<file path="config.mk">
export PLATFORM = sky130hd
export DESIGN_NAME = osd_io_master
export DESIGN_NICKNAME = d
export VERILOG_FILES = /design/src/rtl/osd_io_master.sv
export SDC_FILE = /design/constraint.sdc
export NUM_CORES = 1
export LEC_CHECK = 0
export BUFFER_PORTS_ARGS = -buffer_cell sky130_fd_sc_hd__buf_2
export CAP_MARGIN = 20
export CORE_MARGIN = 3
export CORE_UTILIZATION = 39
export DETAILED_ROUTE_END_ITERATION = 8
export GPL_TIMING_DRIVEN = 0
export PLACE_DENSITY = 0.67
export SLEW_MARGIN = 5
export SYNTH_ARGS = -nofsm -noshare
export SYNTH_HDL_FRONTEND = slang
export SYNTH_SLANG_ARGS = --single-unit
</file>
<file path="constraint.sdc">
create_clock -name clk_sys -period 2.4 [get_ports clk_sys]
set_input_delay 0.36 -clock clk_sys [delete_from_list [all_inputs] [get_ports clk_sys]]
set_output_delay 0.36 -clock clk_sys [all_outputs]
set_load 0.005 [all_outputs]
</file>
<file path="src/rtl/osd_io_master.sv">
// OSD io bus initiator: serializes a command byte plus req_len data words into
// io_osd / io_strobe / io_din select-strobe cycles for the OSD overlay.
module osd_io_master #(
    parameter int STROBE_HI = 2,
    parameter int STROBE_LO = 2,
    parameter int GAP       = 4,
    parameter int LEN_W     = 13
) (
    input  logic             clk_sys,
    input  logic             reset,
    input  logic             req_valid,
    output logic             req_ready,
    input  logic [7:0]       req_cmd,
    input  logic [LEN_W-1:0] req_len,
    input  logic             wr_valid,
    output logic             wr_ready,
    input  logic [15:0]      wr_data,
    input  logic             abort,
    output logic             busy,
    output logic             done,
    output logic             io_osd,
    output logic             io_strobe,
    output logic [15:0]      io_din
);

    localparam int CNT_MAX_HL = (STROBE_HI > STROBE_LO) ? STROBE_HI : STROBE_LO;
    localparam int CNT_MAX    = (CNT_MAX_HL > GAP) ? CNT_MAX_HL : GAP;
    localparam int CNT_W      = (CNT_MAX < 2) ? 1 : $clog2(CNT_MAX);

    localparam logic [CNT_W-1:0] HI_LAST  = CNT_W'(STROBE_HI - 1);
    localparam logic [CNT_W-1:0] LO_LAST  = CNT_W'(STROBE_LO - 1);
    localparam logic [CNT_W-1:0] LO_EARLY = CNT_W'((STROBE_LO >= 2) ? STROBE_LO - 2 : 0);
    localparam logic [CNT_W-1:0] GAP_LAST = CNT_W'(GAP - 1);
    localparam bit               FETCH_FROM_HI = (STROBE_LO == 1);

    typedef enum logic [2:0] {
        S_IDLE,
        S_SEL,
        S_HI,
        S_LO,
        S_FETCH,
        S_SETUP,
        S_GAP
    } state_t;

    state_t             state_reg;
    logic [CNT_W-1:0]   cnt_reg;
    logic [LEN_W-1:0]   rem_reg;
    logic               abort_seen_reg;

    logic abort_any;
    logic more_words;

    assign abort_any  = abort | abort_seen_reg;
    assign more_words = (rem_reg != '0) && !abort_any;

    always_ff @(posedge clk_sys or posedge reset) begin
        if (reset) begin
            state_reg      <= S_IDLE;
            cnt_reg        <= '0;
            rem_reg        <= '0;
            abort_seen_reg <= 1'b0;
            req_ready      <= 1'b1;
            wr_ready       <= 1'b0;
            busy           <= 1'b0;
            done           <= 1'b0;
            io_osd         <= 1'b0;
            io_strobe      <= 1'b0;
            io_din         <= '0;
        end else begin
            done <= 1'b0;
            if (abort && state_reg != S_IDLE && state_reg != S_GAP) begin
                abort_seen_reg <= 1'b1;
            end

            case (state_reg)
                S_IDLE: begin
                    if (req_valid) begin
                        state_reg      <= S_SEL;
                        rem_reg        <= req_len;
                        abort_seen_reg <= 1'b0;
                        req_ready      <= 1'b0;
                        busy           <= 1'b1;
                        io_osd         <= 1'b1;
                        io_din         <= {8'h00, req_cmd};
                    end
                end

                S_SEL: begin
                    state_reg <= S_HI;
                    io_strobe <= 1'b1;
                    cnt_reg   <= '0;
                end

                S_HI: begin
                    if (cnt_reg == HI_LAST) begin
                        io_strobe <= 1'b0;
                        cnt_reg   <= '0;
                        if (FETCH_FROM_HI && more_words) begin
                            state_reg <= S_FETCH;
                            wr_ready  <= 1'b1;
                        end else begin
                            state_reg <= S_LO;
                        end
                    end else begin
                        cnt_reg <= cnt_reg + CNT_W'(1);
                    end
                end

                // When another word follows, FETCH stands in for the last low cycle,
                // so the strobe is still low for at least STROBE_LO cycles.
                S_LO: begin
                    if (!FETCH_FROM_HI && more_words && cnt_reg == LO_EARLY) begin
                        state_reg <= S_FETCH;
                        wr_ready  <= 1'b1;
                        cnt_reg   <= '0;
                    end else if (cnt_reg == LO_LAST) begin
                        state_reg      <= S_GAP;
                        io_osd         <= 1'b0;
                        cnt_reg        <= '0;
                        abort_seen_reg <= 1'b0;
                    end else begin
                        cnt_reg <= cnt_reg + CNT_W'(1);
                    end
                end

                // Abort beats a simultaneous consume: the offered word is left unread.
                S_FETCH: begin
                    if (abort_any) begin
                        state_reg      <= S_GAP;
                        wr_ready       <= 1'b0;
                        io_osd         <= 1'b0;
                        cnt_reg        <= '0;
                        abort_seen_reg <= 1'b0;
                    end else if (wr_valid) begin
                        state_reg <= S_SETUP;
                        wr_ready  <= 1'b0;
                        io_din    <= wr_data;
                        rem_reg   <= rem_reg - LEN_W'(1);
                    end
                end

                S_SETUP: begin
                    state_reg <= S_HI;
                    io_strobe <= 1'b1;
                    cnt_reg   <= '0;
                end

                S_GAP: begin
                    if (cnt_reg == GAP_LAST) begin
                        state_reg <= S_IDLE;
                        done      <= 1'b1;
                        req_ready <= 1'b1;
                        busy      <= 1'b0;
                        cnt_reg   <= '0;
                    end else begin
                        cnt_reg <= cnt_reg + CNT_W'(1);
                    end
                end

                default: begin
                    state_reg <= S_IDLE;
                    req_ready <= 1'b1;
                    wr_ready  <= 1'b0;
                    busy      <= 1'b0;
                    io_osd    <= 1'b0;
                    io_strobe <= 1'b0;
                end
            endcase
        end
    end

endmodule
</file>
# Word level (Yosys, flattened, before mapping)
# Index checks and enable logic that the tools add are counted.
# Widths: inputs -> output; s select.
# totals
inputBits,42
ff_bits,41
mem_count,0
rom_bits,0
ram_bits,0
latchBits,0
# op_classes
magnitude_cmp,0
n_reduce_logical,23
eq_ne,20
div,0
shifts,0
n_bitwise,5
add_sub_neg,2
mux,44
n_mul,0
# ops
operator,count
$mux 16,3
$mux 13,3
$pmux 16 s2,1
$pmux 13 s2,1
$mux 3,7
$ne 2x2->1 const B,9
$pmux 3 s6,1
$mux 1,17
$pmux 1 s3,5
$reduce_bool 13->1,1
$sub 13x1->13 const B,1
$pmux 2 s5,1
$reduce_and 5->1,2
$reduce_or 5->1,2
$eq 3x3->1 const B,3
$ne 3x3->1 const B,3
$mux 2,4
$reduce_or 4->1,2
$eq 3x2->1 const B,2
$reduce_and 3->1,2
$reduce_bool 5->1,1
$logic_and 1x1->1,4
$not 1->1,4
$pmux 1 s4,1
other kinds (13),14

# Depth between registers and ports, before layout
# Gate-level depths: netlist of run 1.
# depth
depth_word,7
mapped_depth,7

# Least setup slack after synthesis of run 1
# No wires, ideal clock.
# synth_path
path_type,register -> register
from,register rem_reg[0]
to,register rem_reg[12]
n_path_buf,0
required_time_ns,2.331
path_stages_with_launch,7
period_less_slack_ns,1.860
setup_ns,0.069
setup_slack_ns,0.540
arrival_time_ns,1.790
path_cell_list,dfrtp_1 inv_1 ha_1 nor4b_1 nand4b_1 or4_1 nand3_1
# synth_via
elab_chain_len,4
# synth_lines
element,line_no,rtl
start: declaration,48,logic [LEN_W-1:0] rem_reg;
start signal: assignment,80,rem_reg <= req_len;
start signal: assignment,139,rem_reg <= rem_reg - LEN_W'(1);
$sub 13x1->13,139,
$mux 13,135,end else if (wr_valid) begin
$mux 13,129,if (abort_any) begin
$pmux 13 s2,76,case (state_reg)
# No other way between the ends. The select of a mux whose other input is x is not followed.
# A chain may end at the register's enable or synchronous reset.

# Worst setup path in the final report of run 1
# layout_path
from,register rem_reg[0]
to,register state_reg[1]
# layout_via
elab_chain_len,5
elab_cells_between_ends,7
classes_between,eq/ne: 1; mux: 2; reduce/logical: 4
# layout_lines
element,line_no,rtl
$reduce_bool 13->1 *,55,assign more_words = (rem_reg != '0) && !abort_any;
$logic_and 1x1->1 *,55,
$logic_and 1x1->1 *,113,if (!FETCH_FROM_HI && more_words && cnt_reg == LO_EARLY) begin
$ne 3x3->1 (no source line) / $mux 3 (equally long branches),-,
$reduce_and 5->1 (no source line) / $pmux 3 s6 (equally long branches),-,
end signal: assignment,59,state_reg <= S_IDLE;
end signal: assignment,114,state_reg <= S_FETCH;
end signal: assignment,118,state_reg <= S_GAP;
end: declaration,46,state_t state_reg;
# Mark *: on every way between the ends. The rest lies on a longest branch, timed or not.

==> results of run 1 <==
-- through the flow --
step / power (mW) / setup slack [ns]
5_1_grt: 3.46 / 0.147
3_5_place_dp: 2.67 / 0.165
6_report: 3.22 / 0.302
4_1_cts: 3.23 / 0.0932
2_1_floorplan: 2.19 / 0.540
3_3_place_gp: 2.62 / 0.186
-- final timing paths --
kind,endpoint,cells past startpoint
max,state_reg[1],7
min,io_din[9],3
max reg2reg,state_reg[1],7
min reg2reg,io_din[8],2
max in group asynchronous,rem_reg[2],4
min in group asynchronous,busy,3
-- layout by cell type (no fill, tap or decap), types with 2 or more instances in the layout --
master / count
inv_1: 10
o21ai_1: 5
nor2_1: 24
clkbuf_8: 5
nand3b_1: 2
buf_1: 3
a21oi_1: 23
or4_1: 3
buf_2: 65
or4_4: 2
buf_4: 2
nand3_1: 11
a22oi_1: 3
or2_2: 2
nor3b_1: 3
o211ai_1: 2
nor3_1: 7
o22ai_1: 2
o21ai_0: 14
a2bb2oi_1: 4
a211oi_1: 2
mux2i_1: 3
or3b_1: 3
nand4_1: 4
clkbuf_1: 16
nor4_1: 2
ha_1: 6
a31oi_1: 13
nand2_1: 46
a41oi_1: 2
dfrtp_1: 40
-- kinds of logic (layout without fill, tap and decap cells) --
family	after synthesis	count (layout)	share of synthesized area
DFF	41	41	0.427
muxes	4	4	0.0172
buffers and inverters	34	107	0.0577
adders and majority gates	6	6	0.0312
AOI/OAI and AO/OA	83	83	0.219
and+or+nand+nor	120	120	0.248
-- critical path: cells and delay by family (launching register included) --
family,cells,cell delay (ns)
AND/OR/NAND/NOR,2,0.70
AO/OA/AOI/OAI,2,0.40
flip-flops,1,0.39
buffers and inverters,2,0.30
adder cells (fa/ha/maj),1,0.23
-- layout make-up --
class	instances	share of cell area
plain buffers	23	0.0330
clock buffers	5	0.0233
clock inverters	2	0.0118
inverters	11	0.0140
multi-input cells	213	0.420
flip-flops and latches	41	0.347
well taps	72	0.0305
repair buffers	66	0.120
-- power groups by stage --
stage	logic, mW	registers (mW)	clock network (mW)
final	1.44	1.23	0.553
after global routing	1.60	1.27	0.585
after CTS	1.44	1.23	0.561
after detailed placement	1.43	1.24	0
after global placement	1.40	1.23	0
after floorplan	0.992	1.20	0
-- timing repair --
action	in CTS	in global routing
endpoints found under the setup margin	0	5
buffers inserted	0	2
endpoints found under the hold margin	4	0
hold buffers	1	0
-- per-layer routing --
metal	vias up	track usage	share of wire
li1	1178	-	-
met1	1152	0.257	0.44
met2	71	0.313	0.49
met3	8	0.0304	0.059
met4	0	0.0432	0.0081
met5	-	0	0
==> flow_summary.ini, run 1 <==
[final_layout]
multi_input_area_um2 = 1240
diodes = 0
fillCellCount = 604
largest_reg_flops = 16
final_cell_area_um2 = 2960
area.sequential_um2 = 1030
area_delta_synth_final_pct = 22.8
final_nets = 409
postLayoutCoreUtil = 0.515
drive_gt1_frac = 0.241
fin_cells = 433

[cts]
clockRootBuffer = clkbuf_8
cts_tree = yes
htree_levels = 2
clkLatencyLatePin_ns = 0.29
cts_resized = 0
clock_sinks = 41
cts_buffers = 5
path_clk_slew_ns = 0.08
clockBufferDepth = 2

[critical_path]
max_stage_delay_ns = 0.47
crit_start = rem_reg[0]
setup.worst_path.end_class = flop
crit_type = flop to flop
crit_chain = inv_1 -> ha_1 -> nor4b_1 -> nand4b_1 -> buf_4 -> a41o_1 -> a31oi_1
path_max_fanout = 5
required_ns = 2.61
r2r_slack_ns = 0.30
crit_slowest_cell = nor4b_1
worst_setup_path_start_kind = flop
crit_arrival_ns = 2.31
r2r-start = rem_reg[0]

[place]
port_buffers = 62
placed_area_um2 = 2830
gp_congestion = 0.868
dp_cells = 423
hpwl_um = 4880

[grt]
grt-ovfl-total = 0
grt_pass1_vias = 2266
grt_pass1_wl_um = 11100
grt_use_total = 0.188
grt_max_degree = 37
antenna_found_initial = 0

[timing]
tns_ns = 0
worst_pin_slew_ns = 0.529
hold_ws_ns = 0.281
fin_skew_ns = 0.00487
final_hold_viol_count = 0
rsz0062_at_grt = no
finalCriticalPeriod_ns = 2.10
slew_violations = 0
setup_viol = 0
period_share = 0.874
maxSlewHeadroom = 0.642
max_freq_ghz = 0.477

[pwr]
power.internal_mw = 1.90
clkPwrFrac = 0.172
cellPowerDensity_nw_per_um2 = 1090
seq_power_share = 0.382
ir_drop_mv = 0.548
switching_share = 0.411
net-switching-power_mw = 1.32
leakagePower_nw = 1.36
power_frac_comb = 0.446

[synthesis]
synth.top_cell.area_share = 0.416
ys_types = 56
synth.most_common_cell = nand2_1
synth_top_area_cell = dfrtp_1
synth_nets = 336
ys_ff_latch = 41
netlist_area_um2 = 2410
ys_seq_area_frac = 0.427
ys_top_cells_by_area = dfrtp_1, nand2_1, a21oi_1, nor2_1, a31oi_1
synthFlopType = dfrtp_1
avgSynthCellArea_um2 = 8.36
ys_warn_count = 0
ys_async_sr_fraction = 1.00
synth_cells = 288
synth_common_cells = nand2_1, dfrtp_1, nor2_1
synth_enable_flop_cells = 0

[floorplan]
die_area_um2 = 7150
die_w_um = 84.6
coreArea_um2 = 5740
pin_count = 64
die_height_um = 84.6
fp-row-count = 27
start_util = 0.419

[flow_run]
drv_cap = 0

[drt]
vias_per_cell = 5.56
drt-total-wl_um = 6790
vias = 2409
avgRoutedWirePerCell_um = 15.7
drt-pass1-iter-count = 4
drc = 0
postRouteAntennaNets = 0
drt_iter0_drc = 125

[outcome]
outcome = finished, final reports clean

[hold_path]
min_path_type = input pin to flop
worstHoldStart = wr_data[9]
Note: power is estimated with default switching activity, not from simulation.
==> inputs of run 2 (changes only) <==
--- a/config.mk
+++ b/config.mk
@@ -7,7 +7,7 @@
 export LEC_CHECK = 0
 export BUFFER_PORTS_ARGS = -buffer_cell sky130_fd_sc_hd__buf_2
 export CAP_MARGIN = 20
-export CORE_MARGIN = 3
+export CORE_MARGIN = 10
 export CORE_UTILIZATION = 39
 export DETAILED_ROUTE_END_ITERATION = 8
 export GPL_TIMING_DRIVEN = 0
==> run 2 against run 1 <==
Global-route usage is 5.1 points lower. Non-clock buffer count is 2 lower. Via count is 0.33% higher. Die area is 36% higher. Final area is 0.38% higher. Largest cell class unchanged.
==> flow_summary.ini, run 2 (synthesis gave the netlist of run 1 again) <==
[timing]
tns_ns = 0
period_share = 0.886
setup_viol = 0
hold_ws_ns = 0.277
maxSlewHeadroom = 0.646
worst_pin_slew_ns = 0.531
slew_violations = 0
finalCriticalPeriod_ns = 2.13
fin_ws_ns = 0.273
fin_skew_ns = 0.00686
rsz0062_at_grt = no
max_freq_ghz = 0.470
final_hold_viol_count = 0

[floorplan]
die_height_um = 98.6
fp-row-count = 28
start_util = 0.404
coreArea_um2 = 5960
die_area_um2 = 9720
pin_count = 64
die_w_um = 98.6

[drt]
vias_per_cell = 5.56
drt-pass1-iter-count = 4
drt_iter0_drc = 132
postRouteAntennaNets = 0
vias = 2417
avgRoutedWirePerCell_um = 16.0
drc = 0
drt-total-wl_um = 6950

[pwr]
ir_drop_mv = 0.570
cellPowerDensity_nw_per_um2 = 1100
leakagePower_nw = 1.35

[critical_path]
crit_arrival_ns = 2.37
crit_start = rem_reg[0]
r2r_slack_ns = 0.27
setup.worst_path.end_class = flop
path_max_fanout = 8
crit_type = flop to flop
required_ns = 2.64
worst_setup_path_start_kind = flop
r2r-start = rem_reg[0]

[cts]
clock_sinks = 41
cts_tree = yes
postCtsSetupBuffers = 0
clockBufferDepth = 2
clockRootBuffer = clkbuf_8
htree_levels = 2
path_clk_slew_ns = 0.09
cts_buffers = 5
clkLatencyLatePin_ns = 0.30

[grt]
grt-ovfl-total = 0
met3_usage = 0.0349
gr-max-usage-layer = met2
grt_max_degree = 38
grt_use_met2 = 0.229
antenna_found_initial = 0
grt_pass1_wl_um = 11200
grt_use_total = 0.137
use_met1 = 0.173
grt_pass1_vias = 2299

[final_layout]
final_common_cell = buf_2
area_delta_synth_final_pct = 23.3
layout_common_cells = buf_2, nand2_1, dfrtp_1, nor2_1, a21oi_1
final_nets = 407
diodes = 0
drive_gt1_frac = 0.242
largest_reg_flops = 16

[hold_path]
min_path_type = input pin to flop
worstHoldStart = wr_data[9]

[place]
hpwl_um = 5130
gp_congestion = 0.845
pre_cts_slack_ns = 0.156
port_buffers = 62

[outcome]
outcome = finished, final reports clean

[flow_run]
drv_cap = 0
## run 2: cell count changes in the layout (fill, tap and decap cells not counted)
cell | previous run | this run
clkbuf_8 | 5 | 6
clkinv_2 | 1 | 0
nor4b_2 | 0 | 1
nor4b_1 | 1 | 0
buf_4 | 2 | 0
clkinvlp_4 | 0 | 1
## run 2: cell type report
class | instances | area [µm²]
Buffer | 23 | 97.6
Clock buffer | 6 | 82.6
Clock inverter | 2 | 37.5
Fill cell | 596 | 2990
Inverter | 11 | 41.3
Multi-Input combinational cell | 213 | 1250
Sequential cell | 41 | 1030
Tap cell | 75 | 93.8
Timing Repair Buffer | 64 | 340
## run 2: worst max-delay path: stages, from the launching register on
cell	delay, ns
dfrtp_1	0.41
inv_1	0.10
ha_1	0.21
nor4b_2	0.30
nand4b_1	0.39
or4_1	0.55
nand3_1	0.10
## run 2: worst paths after layout
check,cells past startpoint,to
hold reg to reg,2,io_din[15]
setup reg to reg,6,rem_reg[12]
setup / recovery,6,rem_reg[12]
max in group asynchronous,4,req_ready
min in group asynchronous,3,done
hold / removal,3,io_din[9]
## run 2: per-layer routing
| metal | share of wire | vias up |
|---|---|---|
| met3 | 0.056 | 7 |
| met2 | 0.47 | 74 |
| li1 | - | 1177 |
| met5 | 0 | - |
| met4 | 0.0081 | 0 |
| met1 | 0.46 | 1159 |
## run 2: per-stage QoR
| stage | cell area, µm² | power, mW | utilization | cells |
|---|---|---|---|---|
| after detailed placement | 2830 | 2.66 | 0.475 | 426 |
| after global routing | 2970 | 3.53 | 0.498 | 435 |
| final | 2970 | 3.26 | 0.498 | 435 |
| after global placement | 2810 | 2.62 | 0.472 | 425 |
| after CTS | 2960 | 3.27 | 0.497 | 435 |
| after floorplan | 2410 | 2.19 | - | 288 |
## run 2: what timing repair did
action / in CTS / in global routing
hold buffers: 1 / 0
endpoints found under the hold margin: 4 / 0
gates resized for setup: 0 / 1
endpoints found under the setup margin: 0 / 3
## run 2: report_power, final
group	internal [mW]	total [mW]	switching [mW]
Sequential	0.979	1.23	0.250
Clock	0.339	0.601	0.262
Combinational	0.616	1.43	0.812
